File: src/rtl/tile_bram_pkg.sv
// rtl/tile_bram_pkg.sv - shared constants, side selects and loader state for the tile BRAM write path
package tile_bram_pkg;

  localparam int BRAM_DEPTH = 512;
  localparam int MAN_WIDTH  = 256;
  localparam int EXP_WIDTH  = 8;
  localparam int ADDR_WIDTH = $clog2(BRAM_DEPTH);
  localparam int LEN_WIDTH  = ADDR_WIDTH + 1;

  localparam logic [1:0] SIDE_LEFT  = 2'b01;
  localparam logic [1:0] SIDE_RIGHT = 2'b10;
  localparam logic [1:0] SIDE_BOTH  = 2'b11;

  typedef enum logic [1:0] {
    ST_IDLE  = 2'd0,
    ST_WRITE = 2'd1,
    ST_DONE  = 2'd2
  } loader_state_e;

endpackage

File: src/rtl/tile_bram_loader.sv
// rtl/tile_bram_loader.sv - sequences one command's data beats into the tile BRAM left/right write ports
module tile_bram_loader #(
  parameter int MAN_WIDTH  = tile_bram_pkg::MAN_WIDTH,
  parameter int EXP_WIDTH  = tile_bram_pkg::EXP_WIDTH,
  parameter int BRAM_DEPTH = tile_bram_pkg::BRAM_DEPTH,
  parameter int ADDR_WIDTH = $clog2(BRAM_DEPTH),
  parameter int LEN_WIDTH  = $clog2(BRAM_DEPTH) + 1
) (
  input  logic                  i_clk,
  input  logic                  i_reset_n,
  input  logic                  i_cmd_valid,
  output logic                  o_cmd_ready,
  input  logic [ADDR_WIDTH-1:0] i_cmd_start_addr,
  input  logic [LEN_WIDTH-1:0]  i_cmd_len,
  input  logic [1:0]            i_cmd_side,
  input  logic                  i_data_valid,
  output logic                  o_data_ready,
  input  logic [MAN_WIDTH-1:0]  i_man_left_data,
  input  logic [MAN_WIDTH-1:0]  i_man_right_data,
  input  logic [EXP_WIDTH-1:0]  i_exp_left_data,
  input  logic [EXP_WIDTH-1:0]  i_exp_right_data,
  output logic [ADDR_WIDTH-1:0] o_man_left_wr_addr,
  output logic                  o_man_left_wr_en,
  output logic [MAN_WIDTH-1:0]  o_man_left_wr_data,
  output logic [ADDR_WIDTH-1:0] o_man_right_wr_addr,
  output logic                  o_man_right_wr_en,
  output logic [MAN_WIDTH-1:0]  o_man_right_wr_data,
  output logic [ADDR_WIDTH-1:0] o_exp_left_wr_addr,
  output logic                  o_exp_left_wr_en,
  output logic [EXP_WIDTH-1:0]  o_exp_left_wr_data,
  output logic [ADDR_WIDTH-1:0] o_exp_right_wr_addr,
  output logic                  o_exp_right_wr_en,
  output logic [EXP_WIDTH-1:0]  o_exp_right_wr_data,
  output logic                  o_busy,
  output logic                  o_done,
  output logic                  o_cmd_err
);

  import tile_bram_pkg::*;

  loader_state_e         state_q, state_d;
  logic [ADDR_WIDTH-1:0] ptr_q, ptr_inc;
  logic [LEN_WIDTH-1:0]  remaining_q;
  logic [1:0]            side_q;
  logic                  cmd_ready_q;
  logic                  cmd_err_q;
  logic                  cmd_fire, cmd_bad, beat_fire, last_beat;

  logic [ADDR_WIDTH-1:0] left_addr_q, right_addr_q;
  logic                  left_en_q, right_en_q;
  logic [MAN_WIDTH-1:0]  man_left_q, man_right_q;
  logic [EXP_WIDTH-1:0]  exp_left_q, exp_right_q;

  assign cmd_fire  = (state_q == ST_IDLE) && cmd_ready_q && i_cmd_valid;
  assign cmd_bad   = (i_cmd_len == '0) || (i_cmd_len > LEN_WIDTH'(BRAM_DEPTH)) ||
                     (i_cmd_side == 2'b00);
  assign beat_fire = (state_q == ST_WRITE) && i_data_valid;
  assign last_beat = beat_fire && (remaining_q == LEN_WIDTH'(1));
  assign ptr_inc   = (ptr_q == ADDR_WIDTH'(BRAM_DEPTH - 1)) ? '0 : ptr_q + ADDR_WIDTH'(1);

  always_comb begin
    state_d = state_q;
    case (state_q)
      ST_IDLE:  if (cmd_fire && !cmd_bad) state_d = ST_WRITE;
      ST_WRITE: if (last_beat) state_d = ST_DONE;
      ST_DONE:  state_d = ST_IDLE;
      default:  state_d = ST_IDLE;
    endcase
  end

  // cmd_ready is registered so it stays low while reset is held and rises on the first clock after release
  always_ff @(posedge i_clk or negedge i_reset_n) begin
    if (!i_reset_n) begin
      state_q     <= ST_IDLE;
      cmd_ready_q <= 1'b0;
      cmd_err_q   <= 1'b0;
      ptr_q       <= '0;
      remaining_q <= '0;
      side_q      <= 2'b00;
    end else begin
      state_q     <= state_d;
      cmd_ready_q <= (state_d == ST_IDLE);
      cmd_err_q   <= cmd_fire && cmd_bad;
      if (cmd_fire) begin
        ptr_q       <= i_cmd_start_addr;
        remaining_q <= i_cmd_len;
        side_q      <= i_cmd_side;
      end else if (beat_fire) begin
        ptr_q       <= ptr_inc;
        remaining_q <= remaining_q - LEN_WIDTH'(1);
      end
    end
  end

  // Address and data hold between beats; only the enables drop back to zero
  always_ff @(posedge i_clk or negedge i_reset_n) begin
    if (!i_reset_n) begin
      left_en_q    <= 1'b0;
      right_en_q   <= 1'b0;
      left_addr_q  <= '0;
      right_addr_q <= '0;
      man_left_q   <= '0;
      man_right_q  <= '0;
      exp_left_q   <= '0;
      exp_right_q  <= '0;
    end else begin
      left_en_q  <= beat_fire && ((side_q & SIDE_LEFT) != 2'b00);
      right_en_q <= beat_fire && ((side_q & SIDE_RIGHT) != 2'b00);
      if (beat_fire && ((side_q & SIDE_LEFT) != 2'b00)) begin
        left_addr_q <= ptr_q;
        man_left_q  <= i_man_left_data;
        exp_left_q  <= i_exp_left_data;
      end
      if (beat_fire && ((side_q & SIDE_RIGHT) != 2'b00)) begin
        right_addr_q <= ptr_q;
        man_right_q  <= i_man_right_data;
        exp_right_q  <= i_exp_right_data;
      end
    end
  end

  assign o_cmd_ready  = cmd_ready_q;
  assign o_data_ready = (state_q == ST_WRITE);
  assign o_busy       = (state_q != ST_IDLE);
  assign o_done       = (state_q == ST_DONE);
  assign o_cmd_err    = cmd_err_q;

  assign o_man_left_wr_addr  = left_addr_q;
  assign o_man_left_wr_en    = left_en_q;
  assign o_man_left_wr_data  = man_left_q;
  assign o_exp_left_wr_addr  = left_addr_q;
  assign o_exp_left_wr_en    = left_en_q;
  assign o_exp_left_wr_data  = exp_left_q;
  assign o_man_right_wr_addr = right_addr_q;
  assign o_man_right_wr_en   = right_en_q;
  assign o_man_right_wr_data = man_right_q;
  assign o_exp_right_wr_addr = right_addr_q;
  assign o_exp_right_wr_en   = right_en_q;
  assign o_exp_right_wr_data = exp_right_q;

endmodule

File: config.mk
export PLATFORM = sky130hd
export DESIGN_NAME = tile_bram_loader
export DESIGN_NICKNAME = d
export VERILOG_FILES = /design/src/rtl/tile_bram_pkg.sv /design/src/rtl/tile_bram_loader.sv
export SDC_FILE = /design/constraint.sdc
export NUM_CORES = 1
export LEC_CHECK = 0
export BUFFER_PORTS_ARGS = -buffer_cell sky130_fd_sc_hd__clkbuf_2
export CORE_AREA = 2 2 440 442
export DETAILED_ROUTE_END_ITERATION = 10
export DIE_AREA = 0 0 442 444
export PLACE_DENSITY_LB_ADDON = 0.25
export SETUP_SLACK_MARGIN = 0.2
export SYNTH_ARGS = -nofsm -noshare
export SYNTH_HDL_FRONTEND = slang
export SYNTH_SLANG_ARGS = --single-unit
File: constraint.sdc
create_clock -name i_clk -period 2.8 [get_ports i_clk]
set_input_delay 0.42 -clock i_clk [delete_from_list [all_inputs] [get_ports i_clk]]
set_output_delay 0.42 -clock i_clk [all_outputs]
set_load 0.03 [all_outputs]
==> results of run 1 <==
report_power, final:
part           switching [uW]  total (uW)  internal (uW)
registers                2480       14600          12100
logic                   15400       21000           5520
clock network            4020       10100           6050
final cells by class:
class / instances / area (sq um) / area share, %
clock inverters: 21 / 272 / 0.705
well taps: 2526 / 3160 / 8.21
clock buffers: 112 / 2260 / 5.87
multi-input cells: 1761 / 6930 / 18.0
repair buffers: 1697 / 11500 / 29.8
diodes: 6 / 15.0 / 0.0390
inverters: 8 / 45.0 / 0.117
flip-flops and latches: 573 / 14300 / 37.2
metrics by stage:
stage,total power [uW],setup slack [ns],std cells,area (sq um),util (%)
floorplan,27000,0.672,2489,22100,-
global placement,35300,0.431,6045,30800,16.1
detailed placement,35400,0.415,6045,30800,16.1
CTS,46500,0.414,6698,38500,20.1
global route,48600,0.278,6703,38500,20.1
finish,45600,0.464,6704,38500,20.1
how the worst max path moves through the flow:
stage                                                 endpoint  slack, ns  depth (start not counted)
after floorplan                           ptr_q[7]$_DFFE_PN0P_       0.67                          9
after global placement                    ptr_q[7]$_DFFE_PN0P_       0.43                          8
after detailed placement  o_man_right_wr_data[249]$_DFFE_PN0P_       0.42                          8
after CTS                                 ptr_q[7]$_DFFE_PN0P_       0.41                          8
after global routing                      ptr_q[3]$_DFFE_PN0P_       0.28                          8
final                                     ptr_q[7]$_DFFE_PN0P_       0.46                          8
cell usage in the layout, fill, tap and decap left out, types with 3 or more instances in the layout:
cell / count
nand2_1: 1662
clkbuf_2: 1124
dfrtp_1: 573
dlygate4sd3_1: 520
clkbuf_16: 79
buf_4: 32
buf_12: 20
clkbuf_1: 17
clkbuf_8: 16
o21ai_0: 15
nor2_1: 8
a21oi_1: 8
o211ai_1: 7
diode_2: 6
inv_1: 6
clkinvlp_4: 6
clkinv_2: 6
nor3_1: 5
bufinv_16: 5
nand3_1: 4
and3_1: 4
ha_1: 4
nand4_1: 3
nor2b_1: 3
nand3b_1: 3
inv_6: 3
state kept, by name (all words and copies together), names as in the netlist:
signal,cells
remaining_q,10
o_cmd_err,1
o_exp_right_wr_addr,9
o_exp_left_wr_addr,9
o_exp_right_wr_data,8
side_q,2
o_cmd_ready,1
o_man_right_wr_data,256
o_man_left_wr_data,256
o_exp_left_wr_en,1
state_q,2
o_exp_right_wr_en,1
ptr_q,9
o_exp_left_wr_data,8
worst max-delay path, delay by kind of cell, from the launching register on:
family / cells / cell delay (ns)
fa+ha+maj: 2 / 0.56
flops: 1 / 0.49
simple gates: 6 / 1.23
synthesized netlist by cell type (2+ instances only):
cell and instances:
ha_1 4, dfrtp_1 573, nor2_1 8, or3_1 2
and3_1 4, buf_2 120, a21oi_1 8, buf_4 24
nor4_2 2, mux2_2 2, nand2_1 1662, o211ai_1 7
nand3_1 4, nand2_2 2, inv_1 6, a221o_1 2
nand4_1 3, nor3b_1 2, nor2b_1 3, nor3_1 5
inv_2 2, clkbuf_1 3, nor4_1 2, o21ai_1 2
nand3b_1 3, o21ai_0 15, a32oi_1 2
repair_timing:
action | CTS | global route
gates resized for setup | 0 | 0
hold buffers | 520 | 0
hold endpoints to repair | 542 | 0
metal layers:
layer / GRT usage [%] / vias up
met5: 0 / -
met4: 4.14 / 0
met3: 3.64 / 172
met2: 21.7 / 744
met1: 14.8 / 10900
li1: - / 10800
cell families after synthesis:
family / Yosys count
adder cells (fa/ha/maj): 4
flip-flops: 573
buffers and inverters: 155
AND/OR/NAND/NOR: 1709
XOR/XNOR: 1
multiplexers: 3
AO/OA/AOI/OAI: 44
==> results.sh, run 1 <==
export IMPL_ir_drop_uv=560
export IMPL_drt_first_pass_iters=5
export IMPL_io_pins=1126
export IMPL_rr_worst_depth=8
export IMPL_initial_core_util_pct=11.5
export IMPL_post_route_drc_count=0
export IMPL_grt_usage_pct=12.6
export IMPL_area_delta_synth_final_pct=74.5
export IMPL_relSlewSlack_pct=23.6
export IMPL_hold_viol_final=0
export IMPL_grt_pass1_vias=23500
export IMPL_seq_area_frac_synth_pct=65.0
export IMPL_grt_pass1_wl_um=177000
export IMPL_synthTopCellsByArea="dfrtp_1, nand2_1, buf_2"
export IMPL_coreArea_sq_mm=0.192
export IMPL_hp_class="in2reg"
export IMPL_nets=4674
export IMPL_die_x_um=442
export IMPL_cp_slowest_cell="dfrtp_1"
export IMPL_max_cap_viol_count=0
export IMPL_synth_top_family_by_area="simple AND/OR/NAND/NOR gates"
export IMPL_hold_path_startpoint="i_man_right_data[60]"
export IMPL_gp_congestion=0.906
export IMPL_syn_inst=2489
export IMPL_clk_pin_slew_ns=0.06
export IMPL_max_stage_delay_ns=0.49
export IMPL_wl_met2_um=63200
export IMPL_antenna_found_initial=37
export IMPL_synth_xor_area_share_pct=0.0397
export IMPL_yosys_most_used_dff="dfrtp_1"
export IMPL_clock_latency_ns=0.67
export IMPL_async_flop_share_pct=100
export IMPL_fin_skew_ns=0.0309
export IMPL_drive_gt1_share_pct=31.2
export IMPL_viasPerCell=3.37
export IMPL_final_setup_viol_count=0
export IMPL_n_fill_cell=21400
export IMPL_post_dp_hpwl_um=101000
export IMPL_setup_tns_ns=0
export IMPL_power_density_mw_per_mm2=1180
export IMPL_grt_max_degree=163
export IMPL_yosys_warnings=0
export IMPL_totalWireLength_um=127000
export IMPL_min_period_over_period_pct=83.4
export IMPL_yosysUniqueCellTypes=44
export IMPL_ys_seq_elements=573
export IMPL_wl_met1_um=51000
export IMPL_grt_overflow_total=0
export IMPL_path_max_fanout=10
export IMPL_die_y_um=444
export IMPL_cts_sinks=573
export IMPL_synth_compound_area_share_pct=1.27
export IMPL_htreeDepth=3
export IMPL_hold_end="o_man_right_wr_data[60]$_DFFE_PN0P_"
export IMPL_r2r_end="ptr_q[7]$_DFFE_PN0P_"
export IMPL_synth_top_area_cell="dfrtp_1"
export IMPL_vias=22600
export IMPL_post_cts_buffers=0
export IMPL_synth_edff_count=0
export IMPL_grt_setup_unrepaired="false"
export IMPL_required_ns=3.41
export IMPL_cp_common_cell="and3_1"
export IMPL_worstPathCellList="ha_1 -> and3_1 -> and3_1 -> and3_1 -> ha_1 -> nand2b_1 -> or3_1 -> nand4_1"
export IMPL_crit_path_end_kind="flop"
export IMPL_ctsLongestPathBuffers=3
export IMPL_cts_tree="done"
export IMPL_whs_ns=0.0627
export IMPL_synth_top_area_share_pct=65.0
export IMPL_synth_nets=3046
export IMPL_crit_start="ptr_q[1]$_DFFE_PN0P_"
export IMPL_wl_met3_um=9020
export IMPL_synth_simple_area_share_pct=29.6
export IMPL_slew_violations=0
export IMPL_ant_nets=0
export IMPL_cts_buffers=76
export IMPL_wl_per_cell_um=19.0
export IMPL_fmax_ghz=0.428
export IMPL_synth_area_sq_mm=0.0221
export IMPL_top_layer_used="met4"
export IMPL_finalCriticalPeriod_ns=2.34
export IMPL_rrSetupSlack_ns=0.46
export IMPL_worstSetupPathType="reg2reg"
export IMPL_io_buffer_count=1125
export IMPL_first_iter_violations=1421
export IMPL_worst_r2r_startpoint="ptr_q[1]$_DFFE_PN0P_"
export IMPL_hold_depth=3
export IMPL_tightest_slew_ns=1.15
export IMPL_synth_mux_area_fraction_pct=0.147
export IMPL_rows=161
export IMPL_p_leak_uw=0.0206
export IMPL_cp_arrival_ns=2.95
export IMPL_start_kind="flop"
export IMPL_synthAdderAreaFrac_pct=0.227
export IMPL_die_area_sq_mm=0.196
export IMPL_status="complete, no violations"
export IMPL_cts_root_buf="clkbuf_16"
export IMPL_syn_area_per_cell_sq_um=8.87
Power figures use the tool's default switching activity.
==> run 2, diff against run 1 <==
==> constraint.sdc (replaced) <==
create_clock -name i_clk -period 2.44 [get_ports i_clk]
set_input_delay 0.366 -clock i_clk [delete_from_list [all_inputs] [get_ports i_clk]]
set_output_delay 0.366 -clock i_clk [all_outputs]
set_load 0.03 [all_outputs]
==> run 2 against run 1 <==
Compared with the run above:
- sequential power increased by 14%
- worst setup slack got worse by 0.057 ns
- clock skew decreased by 0.0084 ns
- core utilization increased by 0.36 points
- final cell count increased by 0.75%
- design area increased by 1.8%
- critical path depth unchanged
- count of clock-buffer cells in the layout decreased by 4
- maximum frequency increased by 15%
- routed wire length increased by 1.3%
- critical path type unchanged
- critical endpoint is now ptr_q[3]$_DFFE_PN0P_
- largest cell class unchanged
==> results.sh, run 2 (synthesis gave the netlist of run 1 again) <==
export IMPL_cp_arrival_ns=2.63
export IMPL_totalWireLength_um=129000
export IMPL_io_buffer_count=1125
export IMPL_area_delta_synth_final_pct=77.6
export IMPL_post_dp_hpwl_um=100000
export IMPL_drive_gt1_share_pct=31.5
export IMPL_start_kind="flop"
export IMPL_ir_drop_uv=714
export IMPL_relSlewSlack_pct=51.1
export IMPL_initial_core_util_pct=11.5
export IMPL_cts_buffers=76
export IMPL_antenna_found_initial=23
export IMPL_cts_tree="done"
export IMPL_fin_skew_ns=0.0225
export IMPL_post_route_drc_count=0
export IMPL_die_area_sq_mm=0.196
export IMPL_worstPathCellList="ha_1 -> and3_1 -> and3_1 -> and3_1 -> ha_2 -> nor4b_1 -> a21oi_1 -> o21ai_0"
export IMPL_drt_first_pass_iters=5
export IMPL_grt_pass1_wl_um=179000
export IMPL_final_common_cell="nand2_1"
export IMPL_max_cap_viol_count=0
export IMPL_status="complete, no violations"
export IMPL_stdcell_count=6754
export IMPL_nets=4716
export IMPL_io_pins=1126
export IMPL_fmax_ghz=0.492
export IMPL_grt_setup_unrepaired="false"
export IMPL_vias=22900
export IMPL_cp_common_cell="and3_1"
export IMPL_ant_nets=0
export IMPL_rows=161
export IMPL_die_y_um=444
export IMPL_p_total_uw=53500
export IMPL_power_density_mw_per_mm2=1360
export IMPL_min_period_over_period_pct=83.3
export IMPL_p_leak_uw=0.0210
export IMPL_place_inst=6061
export IMPL_max_stage_delay_ns=0.38
export IMPL_gp_congestion=0.928
export IMPL_clock_latency_ns=0.68
export IMPL_slew_violations=0
export IMPL_grt_pass1_vias=23800
export IMPL_mostFrequentLayoutCells="nand2_1, clkbuf_2, dfrtp_1"
export IMPL_grt_max_degree=104
export IMPL_cts_root_buf="clkbuf_16"
export IMPL_hold_depth=3
export IMPL_hp_class="in2reg"
export IMPL_path_max_fanout=10
export IMPL_rr_worst_depth=8
export IMPL_crit_path_end_kind="flop"
export IMPL_coreArea_sq_mm=0.192
export IMPL_wl_per_cell_um=19.1
export IMPL_setup_tns_ns=0
export IMPL_required_ns=3.03
export IMPL_worstSetupPathType="reg2reg"
export IMPL_final_setup_viol_count=0
export IMPL_ctsLongestPathBuffers=3
export IMPL_first_iter_violations=1297
export IMPL_htreeDepth=3
export IMPL_cts_sinks=573
export IMPL_hold_viol_final=0
export IMPL_die_x_um=442
export IMPL_cp_slowest_cell="dfrtp_1"
export IMPL_grt_overflow_total=0
export IMPL_finalCriticalPeriod_ns=2.03
export IMPL_tightest_slew_ns=0.734
export IMPL_viasPerCell=3.40
export IMPL_grt_usage_pct=12.7
export IMPL_clk_pin_slew_ns=0.06
==> run 2: cell types whose count changed in the layout (fill, tap and decap cells not counted), sizes merged <==
| cell | delta |
|---|---|
| inv | +1 |
| clkinv | +8 |
| diode | +4 |
| bufinv | +4 |
| dlygate4sd3 | +26 |
| clkbuf | -4 |
| buf | +16 |
| clkinvlp | -5 |
==> run 2: routing by layer <==
metal / part of all wire (%) / wire length (um) / vias up / GRT usage, %
met5: 0.0085 / 11 / - / 0
met4: 3.5 / 4530 / 2 / 5.01
met2: 49 / 63100 / 791 / 21.5
met3: 8.0 / 10300 / 173 / 4.45
met1: 39 / 50800 / 11100 / 14.7
li1: - / - / 10900 / -
==> run 2: per-stage QoR <==
stage | area (sq um) | utilization, % | hold WS, ns | worst slack [ns]
2_1_floorplan | 22100 | - | 0.0704 | 0.312
3_3_place_gp | 31000 | 16.2 | 0.438 | 0.270
3_5_place_dp | 31000 | 16.2 | 0.441 | 0.277
4_1_cts | 39200 | 20.4 | 0.00149 | 0.241
5_1_grt | 39200 | 20.5 | 0.0479 | 0.255
6_report | 39200 | 20.5 | 0.0693 | 0.407
==> run 2: path summary, 6_finish.rpt <==
check / slack [ns] / end / start
worst min-delay path: 0.07 / o_man_left_wr_data[196]$_DFFE_PN0P_ / i_man_left_data[196]
worst max-delay path: 0.41 / ptr_q[3]$_DFFE_PN0P_ / ptr_q[0]$_DFFE_PN0P_
worst min register to register: 0.47 / o_man_right_wr_data[248]$_DFFE_PN0P_ / o_man_right_wr_data[248]$_DFFE_PN0P_
worst max register to register: 0.41 / ptr_q[3]$_DFFE_PN0P_ / ptr_q[0]$_DFFE_PN0P_
min in group asynchronous: 0.29 / o_man_left_wr_data[90]$_DFFE_PN0P_ / i_reset_n
max in group asynchronous: 1.26 / o_man_left_wr_data[173]$_DFFE_PN0P_ / i_reset_n
==> run 2: what timing repair did <==
| item | in CTS | in global routing |
|---|---|---|
| setup buffers | 0 | 0 |
| endpoints found under the hold margin | 562 | 0 |
| gates resized for setup | 0 | 2 |
| hold buffers | 546 | 0 |
| endpoints found under the setup margin | 0 | 5 |
==> run 2: area by class of cell <==
class / instances / area (sq um)
inverter: 8 / 45.0
sequential: 573 / 14300
antenna: 10 / 25.0
timing repair buffer: 1739 / 12000
multi-input combinational: 1761 / 6940
clock inverter: 29 / 439
fill: 21400 / 152000
tap: 2526 / 3160
clock buffer: 108 / 2250
==> run 2: power by group <==
part           switching [uW]  internal [uW]  total, uW
Clock                    4880           7400      12300
Sequential               2820          13900      16700
Combinational           17900           6510      24500
==> run 2: worst max-delay path, delay by kind of cell, from the launching register on <==
kind / cells / cell delay, ns
adders and majority gates: 2 / 0.46
DFF: 1 / 0.38
and+or+nand+nor: 4 / 0.85
AOI/OAI and AO/OA: 2 / 0.25
